==> config.mk <==
export PLATFORM = sky130hd
export DESIGN_NAME = req_ack_arb
export DESIGN_NICKNAME = d
export VERILOG_FILES = /design/src/rtl/req_ack_pkg.sv /design/src/rtl/req_ack_rr_pick.sv /design/src/rtl/req_ack_arb.sv
export SDC_FILE = /design/constraint.sdc
export NUM_CORES = 1
export LEC_CHECK = 0
export BUFFER_PORTS_ARGS = -buffer_cell sky130_fd_sc_hd__buf_2
export CAP_MARGIN = 25
export CORE_AREA = 8 8 45 47
export CTS_CLUSTER_SIZE = 14
export DETAILED_ROUTE_END_ITERATION = 8
export DIE_AREA = 0 0 53 55
export PLACE_DENSITY = 0.79
export SLEW_MARGIN = 40
export SYNTH_ARGS = -nofsm -noshare
export SYNTH_HDL_FRONTEND = slang
export SYNTH_SLANG_ARGS = --single-unit
==> constraint.sdc <==
create_clock -name clk -period 1.25 [get_ports clk]
set_clock_uncertainty 0.2 [all_clocks]
set_input_delay 0.125 -clock clk [delete_from_list [all_inputs] [get_ports clk]]
set_output_delay 0.125 -clock clk [all_outputs]
set_load 0.01 [all_outputs]
==> src/rtl/req_ack_pkg.sv <==
// Shared types and helpers for the multi-channel req/ack arbiter.
// Optional build macro: REQ_ACK_ARB_SVA_EN (embedded assertions, see req_ack_arb.sv).
package req_ack_pkg;

    // Service engine states.
    typedef enum logic [1:0] {
        IDLE = 2'd0,
        WAIT = 2'd1,
        ACK  = 2'd2
    } req_ack_state_e;

    // Smallest legal configuration.
    localparam int NCH_MIN = 2;
    localparam int LAT_MIN = 1;

    // Wrap-around increment of a channel pointer in the range 0..n-1.
    function automatic int rr_next(input int ptr, input int n);
        if (ptr + 1 >= n) begin
            return 0;
        end
        return ptr + 1;
    endfunction

endpackage

==> src/rtl/req_ack_rr_pick.sv <==
// Combinational round-robin picker: returns the first set pend bit at or
// after rr_ptr, wrapping from NCH-1 back to 0.
module req_ack_rr_pick
    import req_ack_pkg::*;
#(
    parameter  int NCH  = 4,
    localparam int ID_W = $clog2(NCH)
) (
    input  logic [NCH-1:0]  pend,
    input  logic [ID_W-1:0] rr_ptr,
    output logic [ID_W-1:0] sel_id,
    output logic            sel_vld
);

    // w_rot[k] is the pend bit k positions after rr_ptr; w_idx[k] its channel.
    logic [NCH-1:0]  w_rot;
    logic [ID_W-1:0] w_idx [NCH];

    genvar gi;
    generate
        for (gi = 0; gi < NCH; gi++) begin : g_rot
            assign w_idx[gi] = ID_W'((int'(rr_ptr) + gi) % NCH);
            assign w_rot[gi] = pend[w_idx[gi]];
        end
    endgenerate

    // Priority encode the rotated vector; the smallest offset from rr_ptr wins.
    always_comb begin
        sel_vld = 1'b0;
        sel_id  = '0;
        for (int k = NCH - 1; k >= 0; k--) begin
            if (w_rot[k]) begin
                sel_vld = 1'b1;
                sel_id  = w_idx[k];
            end
        end
    end

endmodule

==> src/rtl/req_ack_arb.sv <==
// Multi-channel req/ack responder. Each channel's level req is latched as
// pending; one shared engine grants pending channels round-robin and returns
// a one-cycle ack pulse LAT cycles after the grant.
// Optional build macro: REQ_ACK_ARB_SVA_EN adds embedded concurrent
// assertions and covers; behaviour is identical either way.
module req_ack_arb
    import req_ack_pkg::*;
#(
    parameter  int NCH  = 4,
    parameter  int LAT  = 1,
    localparam int ID_W = $clog2(NCH)
) (
    input  logic            clk,
    input  logic            rst_n,
    input  logic [NCH-1:0]  req,
    output logic [NCH-1:0]  ack,
    output logic            busy,
    output logic [ID_W-1:0] grant_id
);

    localparam int CNT_W = $clog2(LAT + 1);

    // Reject configurations the engine cannot represent.
    generate
        if (NCH < NCH_MIN || LAT < LAT_MIN) begin : g_param_err
            $error("req_ack_arb: NCH must be >= 2 and LAT must be >= 1");
        end
    endgenerate

    req_ack_state_e   r_state;
    logic [CNT_W-1:0] r_cnt;
    logic [ID_W-1:0]  r_id;
    logic [ID_W-1:0]  r_rr_ptr;
    logic [NCH-1:0]   r_pend;
    logic [NCH-1:0]   r_ack;
    logic             r_busy;

    logic [ID_W-1:0]  w_sel_id;
    logic             w_sel_vld;
    logic [NCH-1:0]   w_ack_fire;
    logic [NCH-1:0]   w_pend_next;

    // Per-channel pending logic. w_ack_fire marks the edge on which the ack
    // register is loaded for a channel: that edge clears its pend and also
    // ignores its req, so a held req re-pends one cycle later and ack pulses
    // can never merge back-to-back on the same channel.
    genvar gi;
    generate
        for (gi = 0; gi < NCH; gi++) begin : g_ch
            assign w_ack_fire[gi]  = (r_state == ACK) && (r_id == ID_W'(gi));
            assign w_pend_next[gi] = w_ack_fire[gi] ? 1'b0 : (r_pend[gi] | req[gi]);
        end
    endgenerate

    // Round-robin choice among currently pending channels.
    req_ack_rr_pick #(
        .NCH (NCH)
    ) u_rr_pick (
        .pend    (r_pend),
        .rr_ptr  (r_rr_ptr),
        .sel_id  (w_sel_id),
        .sel_vld (w_sel_vld)
    );

    // Pending register: sticky until its channel is acked.
    always_ff @(posedge clk or negedge rst_n) begin
        if (!rst_n) begin
            r_pend <= '0;
        end else begin
            r_pend <= w_pend_next;
        end
    end

    // Service engine: grant in IDLE, count LAT-1 cycles in WAIT, fire ack in ACK.
    always_ff @(posedge clk or negedge rst_n) begin
        if (!rst_n) begin
            r_state  <= IDLE;
            r_cnt    <= '0;
            r_id     <= '0;
            r_rr_ptr <= '0;
            r_ack    <= '0;
            r_busy   <= 1'b0;
        end else begin
            r_ack <= '0;
            case (r_state)
                IDLE: begin
                    if (w_sel_vld) begin
                        r_id   <= w_sel_id;
                        r_busy <= 1'b1;
                        if (LAT == 1) begin
                            r_state <= ACK;
                        end else begin
                            r_state <= WAIT;
                            r_cnt   <= CNT_W'(LAT - 1);
                        end
                    end
                end
                WAIT: begin
                    r_cnt <= r_cnt - CNT_W'(1);
                    if (r_cnt == CNT_W'(1)) begin
                        r_state <= ACK;
                    end
                end
                ACK: begin
                    // Ack pulse appears in the cycle after this edge; the
                    // pointer moves past the served channel for fairness.
                    r_ack    <= w_ack_fire;
                    r_rr_ptr <= ID_W'(rr_next(int'(r_id), NCH));
                    r_state  <= IDLE;
                    r_busy   <= 1'b0;
                end
                default: begin
                    r_state <= IDLE;
                    r_busy  <= 1'b0;
                end
            endcase
        end
    end

    assign ack      = r_ack;
    assign busy     = r_busy;
    assign grant_id = r_id;

`ifdef REQ_ACK_ARB_SVA_EN
    // At most one channel acked in any cycle.
    a_ack_onehot0: assert property (@(posedge clk) disable iff (!rst_n)
        $onehot0(ack));

    // Busy and the idle state are mutually exclusive.
    a_busy_idle: assert property (@(posedge clk) disable iff (!rst_n)
        !(busy && (r_state == IDLE)));

    // All NCH channels requesting together.
    c_all_req: cover property (@(posedge clk) disable iff (!rst_n)
        (req == {NCH{1'b1}}));

    generate
        for (gi = 0; gi < NCH; gi++) begin : g_sva
            // Ack is a single-cycle pulse.
            a_ack_pulse: assert property (@(posedge clk) disable iff (!rst_n)
                ack[gi] |=> !ack[gi]);

            // An ack only follows a pending request (pend clears on the
            // loading edge, so look one cycle back).
            a_ack_pend: assert property (@(posedge clk) disable iff (!rst_n)
                ack[gi] |-> $past(r_pend[gi]));

            // Every pending channel is eventually served.
            a_pend_live: assert property (@(posedge clk) disable iff (!rst_n)
                r_pend[gi] |-> s_eventually ack[gi]);

            // Each channel gets acked at least once.
            c_ack: cover property (@(posedge clk) disable iff (!rst_n)
                ack[gi]);
        end
    endgenerate
`endif

endmodule

Word level (Yosys, flattened, before mapping):

Cells that the tools add are included.
Widths: inputs -> output; s select.

* reductions and logical operators: 9
* div/mod/pow operators: 0
* multiply operators: 0
* $add $sub $neg: 5
* muxes and demuxes: 29
* equality and inequality tests: 7
* $lt $le $gt $ge: 5
* shifts and indexed selects: 0
* bitwise gates (word level): 5

Operators with widths (count)
* $mux 1: 15
* $mux 2: 7
* $lt 2x3->1 const B: 4
* $bmux 1 s2: 4
* $eq 2x2->1 const B: 3
* $reduce_and 2->1: 3
* $add 2x2->2 const B: 2
* $eq 2x1->1 const B: 2
* $logic_and 1x1->1: 4
* $logic_not 2->1: 2
* $mux 4: 1
* $or 1x1->1: 4
* $pmux 2 s2: 1
* $add 2x1->3 const B: 1
* $ge 3x3->1 const B: 1
* $add 2x1->2 const B: 1
* $ne 2x1->1 const B: 1
* $ne 2x2->1 const B: 1
* $pmux 1 s2: 1
* $not 1->1: 1
* $sub 1x1->1 const B: 1

* output and inout port bits: 7
* bits in writable memories: 0
* register bits: 16
* input bits: 6
* memories kept: 0
* word-level logic and storage cells: 67
* bits in latches: 0
* bits in read-only memories: 0

Depth between registers and ports, before layout:

* word-level depth: 9
* depth in mapped cells: 4
* depth with buffers taken out: 4

Modules after synthesis:

From an unflattened synthesis, not the netlist that was laid out.

* cells, all modules: 50
* area total of the unflattened synthesis: 590.6 µm²

Modules (own cells, without submodules)
* req_ack_arb: sequential area each 325.3 µm², instances 1, cells each 37, area each 513.0 µm²
* req_ack_rr_pick: sequential area each 0.0 µm², instances 1, cells each 13, area each 77.6 µm²

Least setup slack after synthesis:

OpenSTA, ideal clock, no wires.

* kind: register to register
* from: register r_id[0] (netlist: grant_id[0])
* to: register r_rr_ptr[1]
* setup slack: -166 ps
* data required time: 922 ps
* stages on the path, launching flop included: 4
* setup time: 128 ps
* arrival time: 1088 ps
* path through: dfrtp_1 > inv_1 > ha_1 > mux2_1

* word-level cells in the longest chain between the ends: 5

Ends and longest elaborated chain
* start, declared: RTL line req_ack_arb.sv:32 `logic [ID_W-1:0] r_id;`
* start signal, assigned: RTL line req_ack_arb.sv:88 `r_id <= w_sel_id;`
* $add 2x1->3 *: RTL line req_ack_pkg.sv:21 `return ptr + 1;`
* $ge 3x3->1: RTL line req_ack_pkg.sv:18 `if (ptr + 1 >= n) begin`
* $mux 1: RTL line req_ack_pkg.sv:18
* $mux 1: RTL line req_ack_arb.sv:85 `case (r_state)`
* $mux 2 *: RTL line req_ack_pkg.sv:21
* end signal, assigned: RTL line req_ack_arb.sv:108 `r_rr_ptr <= ID_W'(rr_next(int'(r_id), NCH));`
* end, declared: RTL line req_ack_arb.sv:33 `logic [ID_W-1:0] r_rr_ptr;`

Mark *: on every way between the ends. The rest lies on a longest branch, timed or not. The select of a mux whose other input is x is not followed.
A chain may end at the register's enable or synchronous reset.

Final worst setup path:

* from: register r_rr_ptr[1]
* to: register r_id[0] (netlist: grant_id[0])

* word-level cells in the longest chain between the ends: 8

Ends and longest elaborated chain
* $add 2x2->2: RTL line req_ack_rr_pick.sv:22 `assign w_idx[gi] = ID_W'((int'(rr_ptr) + gi) % NCH);`
* $bmux 1 s2: RTL line req_ack_rr_pick.sv:23 `assign w_rot[gi] = pend[w_idx[gi]];`
* $mux 1 (implied by the code): RTL line req_ack_rr_pick.sv:23
* $mux 1 (4 in series): RTL line req_ack_rr_pick.sv:32 `if (w_rot[k]) begin`
* $reduce_and 2->1 (no line)

Parallel ways exist; a longest one is shown, timed or not. The select of a mux whose other input is x is not followed.

==> run_results.csv <==
group,metric,value,unit
min_path,hp-class,"input pin to async pin",
sta,relSlewSlack,80.4,%
setup_path,r2r_slack,-0.06,ns
yosys,ys_seq_area_share,57.1,%
grt,use_met3,1.60,%
pwr,powerDensity,2540,nW/µm²
setup_path,reg2reg_from,"r_rr_ptr[1]",
pwr,p_clk_share,11.6,%
yosys,yosysWarnings,0,
setup_path,reg2regPathDepth,3,
finish,n_antenna_cell,0,
route,drc,0,
yosys,ys_ff_latch,13,
placement,place_hpwl,1010,µm
route,wire_per_inst,15.2,µm
clock_network,clkTransAtPathRegs,0.08,ns
sta,worst_slack,-0.0609,ns
pwr,p_leak,0.432,nW
yosys,synthCells,50,
setup_path,worstPathRequired,1.25,ns
route,drt_iter0_drc,6,
yosys,synth_common_cells,"dfrtp_1, nor2_1, and2_1, ha_1, a21oi_1",
sta,finalHoldViolCount,0,
yosys,synth_top_cell_by_area,"dfrtp_1",
setup_path,worst_path_max_delay_cell,"dfrtp_1",
floorplan,rows,14,
setup_path,setup.worst_path.class,"flip-flop to flip-flop",
yosys,synth_area_leaders,"dfrtp_1, ha_1, nor2_1",
yosys,syn_area,569,µm²
grt,busiest_layer,"met2",
grt,antenna_found_initial,0,
yosys,ys_types,15,
sta,period_needed,1.31,ns
yosys,ys.flop_type,"dfrtp_1",
pwr,p_comb_share,54.2,%
outcome,status,"finished, violations left",
clock_network,cts_buffer_depth,2,
finish,syn_to_final_growth,60.7,%
setup_path,crit_chain,"nand2b_4, a311o_1, o22ai_2",
grt,grtUsageTotal,11.1,%
route,vias,488,
floorplan,dieHeight,55,µm
grt,grt_pass1_vias,502,
grt,grt_max_degree,14,
grt,grt_use_met2,18.0,%
grt,grt_overflow_total,0,
placement,place_ws,-0.149,ns
yosys,synth_async_sr_flop_share,100,%
yosys,synthesis.nets,60,
grt,grt_pass1_wl,2320,µm
run,cap_violations,0,
floorplan,coreArea,1380,µm²
setup_path,cp_max_fo,4,
grt,grt.met1_usage,12.9,%
route,routed_wl,1510,µm
sta,worst_slew_pin_slew,0.293,ns
pwr,switching_share,37.7,%
route,drt_first_pass_iters,3,
pwr,irDropWorstVdd,1.01,mV
sta,setup_violations,7,
clock_network,cts_buffers,3,
sta,period_share,105,%
clock_network,clock-root-buffer,"clkbuf_4",
yosys,synth-edff-count,0,
finish,nets,94,
clock_network,cts_tree,"yes",
finish,fillCellCount,95,
floorplan,start_util,41.1,%
clock_network,clock_latency,0.28,ns
placement,globalplace.congestion,0.755,
finish,post-route-util,66.1,%
clock_network,clock-sinks,13,
setup_path,reg2reg_to,"grant_id[0]",
setup_path,end_kind,"flip-flop",
setup_path,start_kind,"flip-flop",
clock_network,cts_htree_levels,1,
setup_path,slowest_delay,0.42,ns
yosys,avgSynthCellArea,11.4,µm²
pwr,switchingPower,0.000876,W
floorplan,ios,13,
yosys,synth_top_area_share,57.1,%
finish,drive_gt1_share,54.2,%
pwr,intPower,0.00145,W
yosys,synth.most_common_cell,"dfrtp_1",
route,ant_nets,0,
sta,fmax,763,MHz
pwr,pwr-share-seq,34.2,%
sta,slew_viol_final,0,
route,via_per_inst,4.93,
floorplan,die_w,53,µm
placement,port-buffer-count,12,
floorplan,die_area,2920,µm²
setup_path,crit_arrival,1.31,ns
sta,rsz0062_at_grt,"yes",
outcome,violations,"setup timing",
==> stage by stage <==
step	power [W]	hold slack (ns)	instance area (µm²)	instances	setup TNS, ns
2_1_floorplan	0.00123	-0.371	574	50	-0.0748
3_3_place_gp	0.00153	-0.179	687	82	-0.0547
3_5_place_dp	0.00159	-0.175	687	82	-0.221
4_1_cts	0.00207	0.0596	831	92	-0.237
5_1_grt	0.00250	0.0810	915	99	-0.571
6_report	0.00233	0.0480	915	99	-0.299
==> power by group through the flow <==
| stage | combinational [W] | sequential [W] | clock, W |
|---|---|---|---|
| 4_1_cts | 0.000990 | 0.000809 | 0.000272 |
| 3_5_place_dp | 0.000788 | 0.000799 | 0 |
| 5_1_grt | 0.00137 | 0.000820 | 0.000307 |
| 6_report | 0.00126 | 0.000796 | 0.000269 |
| 3_3_place_gp | 0.000753 | 0.000778 | 0 |
| 2_1_floorplan | 0.000463 | 0.000771 | 0 |
==> per-layer routing <==
| metal | wire length, µm | up-vias | part of all wire [%] |
|---|---|---|---|
| met5 | 0 | - | 0 |
| met4 | 36 | 0 | 2.4 |
| met3 | 47 | 5 | 3.1 |
| met2 | 827 | 10 | 55 |
| met1 | 597 | 242 | 40 |
| li1 | - | 231 | - |
==> sequential cells by signal (all words and copies together) (netlist names) <==
name,cells
r_rr_ptr,2
busy,1
ack,4
r_pend,4
grant_id,2
==> final cells by class <==
| type | instances | area [µm²] | area share [%] |
|---|---|---|---|
| well taps | 16 | 20.0 | 2.19 |
| multi-input cells | 34 | 300 | 32.8 |
| repair buffers | 30 | 233 | 25.4 |
| clock buffers | 4 | 26.3 | 2.87 |
| flip-flops and latches | 13 | 328 | 35.8 |
| inverters | 2 | 7.51 | 0.821 |
==> critical path, delay by kind of cell (launching register included) <==
family           cells  cell delay, ns
AO/OA/AOI/OAI        2            0.45
flip-flops           1            0.42
AND/OR/NAND/NOR      1            0.16
==> how the worst max path moves through the flow <==
stage          depth (start not counted)           to   startpoint  slack [ns]
2_1_floorplan                          3  r_rr_ptr[1]  grant_id[1]       -0.07
3_3_place_gp                           4  grant_id[1]  r_rr_ptr[1]       -0.03
3_5_place_dp                           4  grant_id[1]  r_rr_ptr[1]       -0.15
4_1_cts                                4  grant_id[1]  r_rr_ptr[1]       -0.06
5_1_grt                                4  grant_id[0]    r_pend[2]       -0.12
6_report                               3  grant_id[0]  r_rr_ptr[1]       -0.06
==> cells by family (layout without fill, tap and decap cells) <==
kind of cell	count (synthesis)	count (layout)	synth area share (%)
AO/OA/AOI/OAI	7	7	9.67
adder cells (fa/ha/maj)	4	4	8.79
buffers and inverters	3	36	2.20
flip-flops	13	13	57.1
multiplexers	2	2	3.96
AND/OR/NAND/NOR	21	21	18.2
==> what timing repair did <==
item / 4_1_cts / 5_1_grt
hold buffers: 5 / 0
pin swaps: 3 / 5
endpoints found under the setup margin: 8 / 10
setup buffers: 1 / 7
hold endpoints to repair: 17 / 0
gates resized for setup: 13 / 6
==> cell usage in the layout, fill, tap and decap left out, types with 2 or more instances in the layout <==
master         count
dfrtp_1           11
a21oi_2            3
inv_2              2
dfrtp_2            2
buf_4              8
clkbuf_4           3
ha_4               3
buf_2             10
nand2_1            2
nor2_1            11
buf_6              6
and2_1             2
dlygate4sd3_1      5
nand2b_1           2
and2_4             2
(Power assumes the default switching activity.)
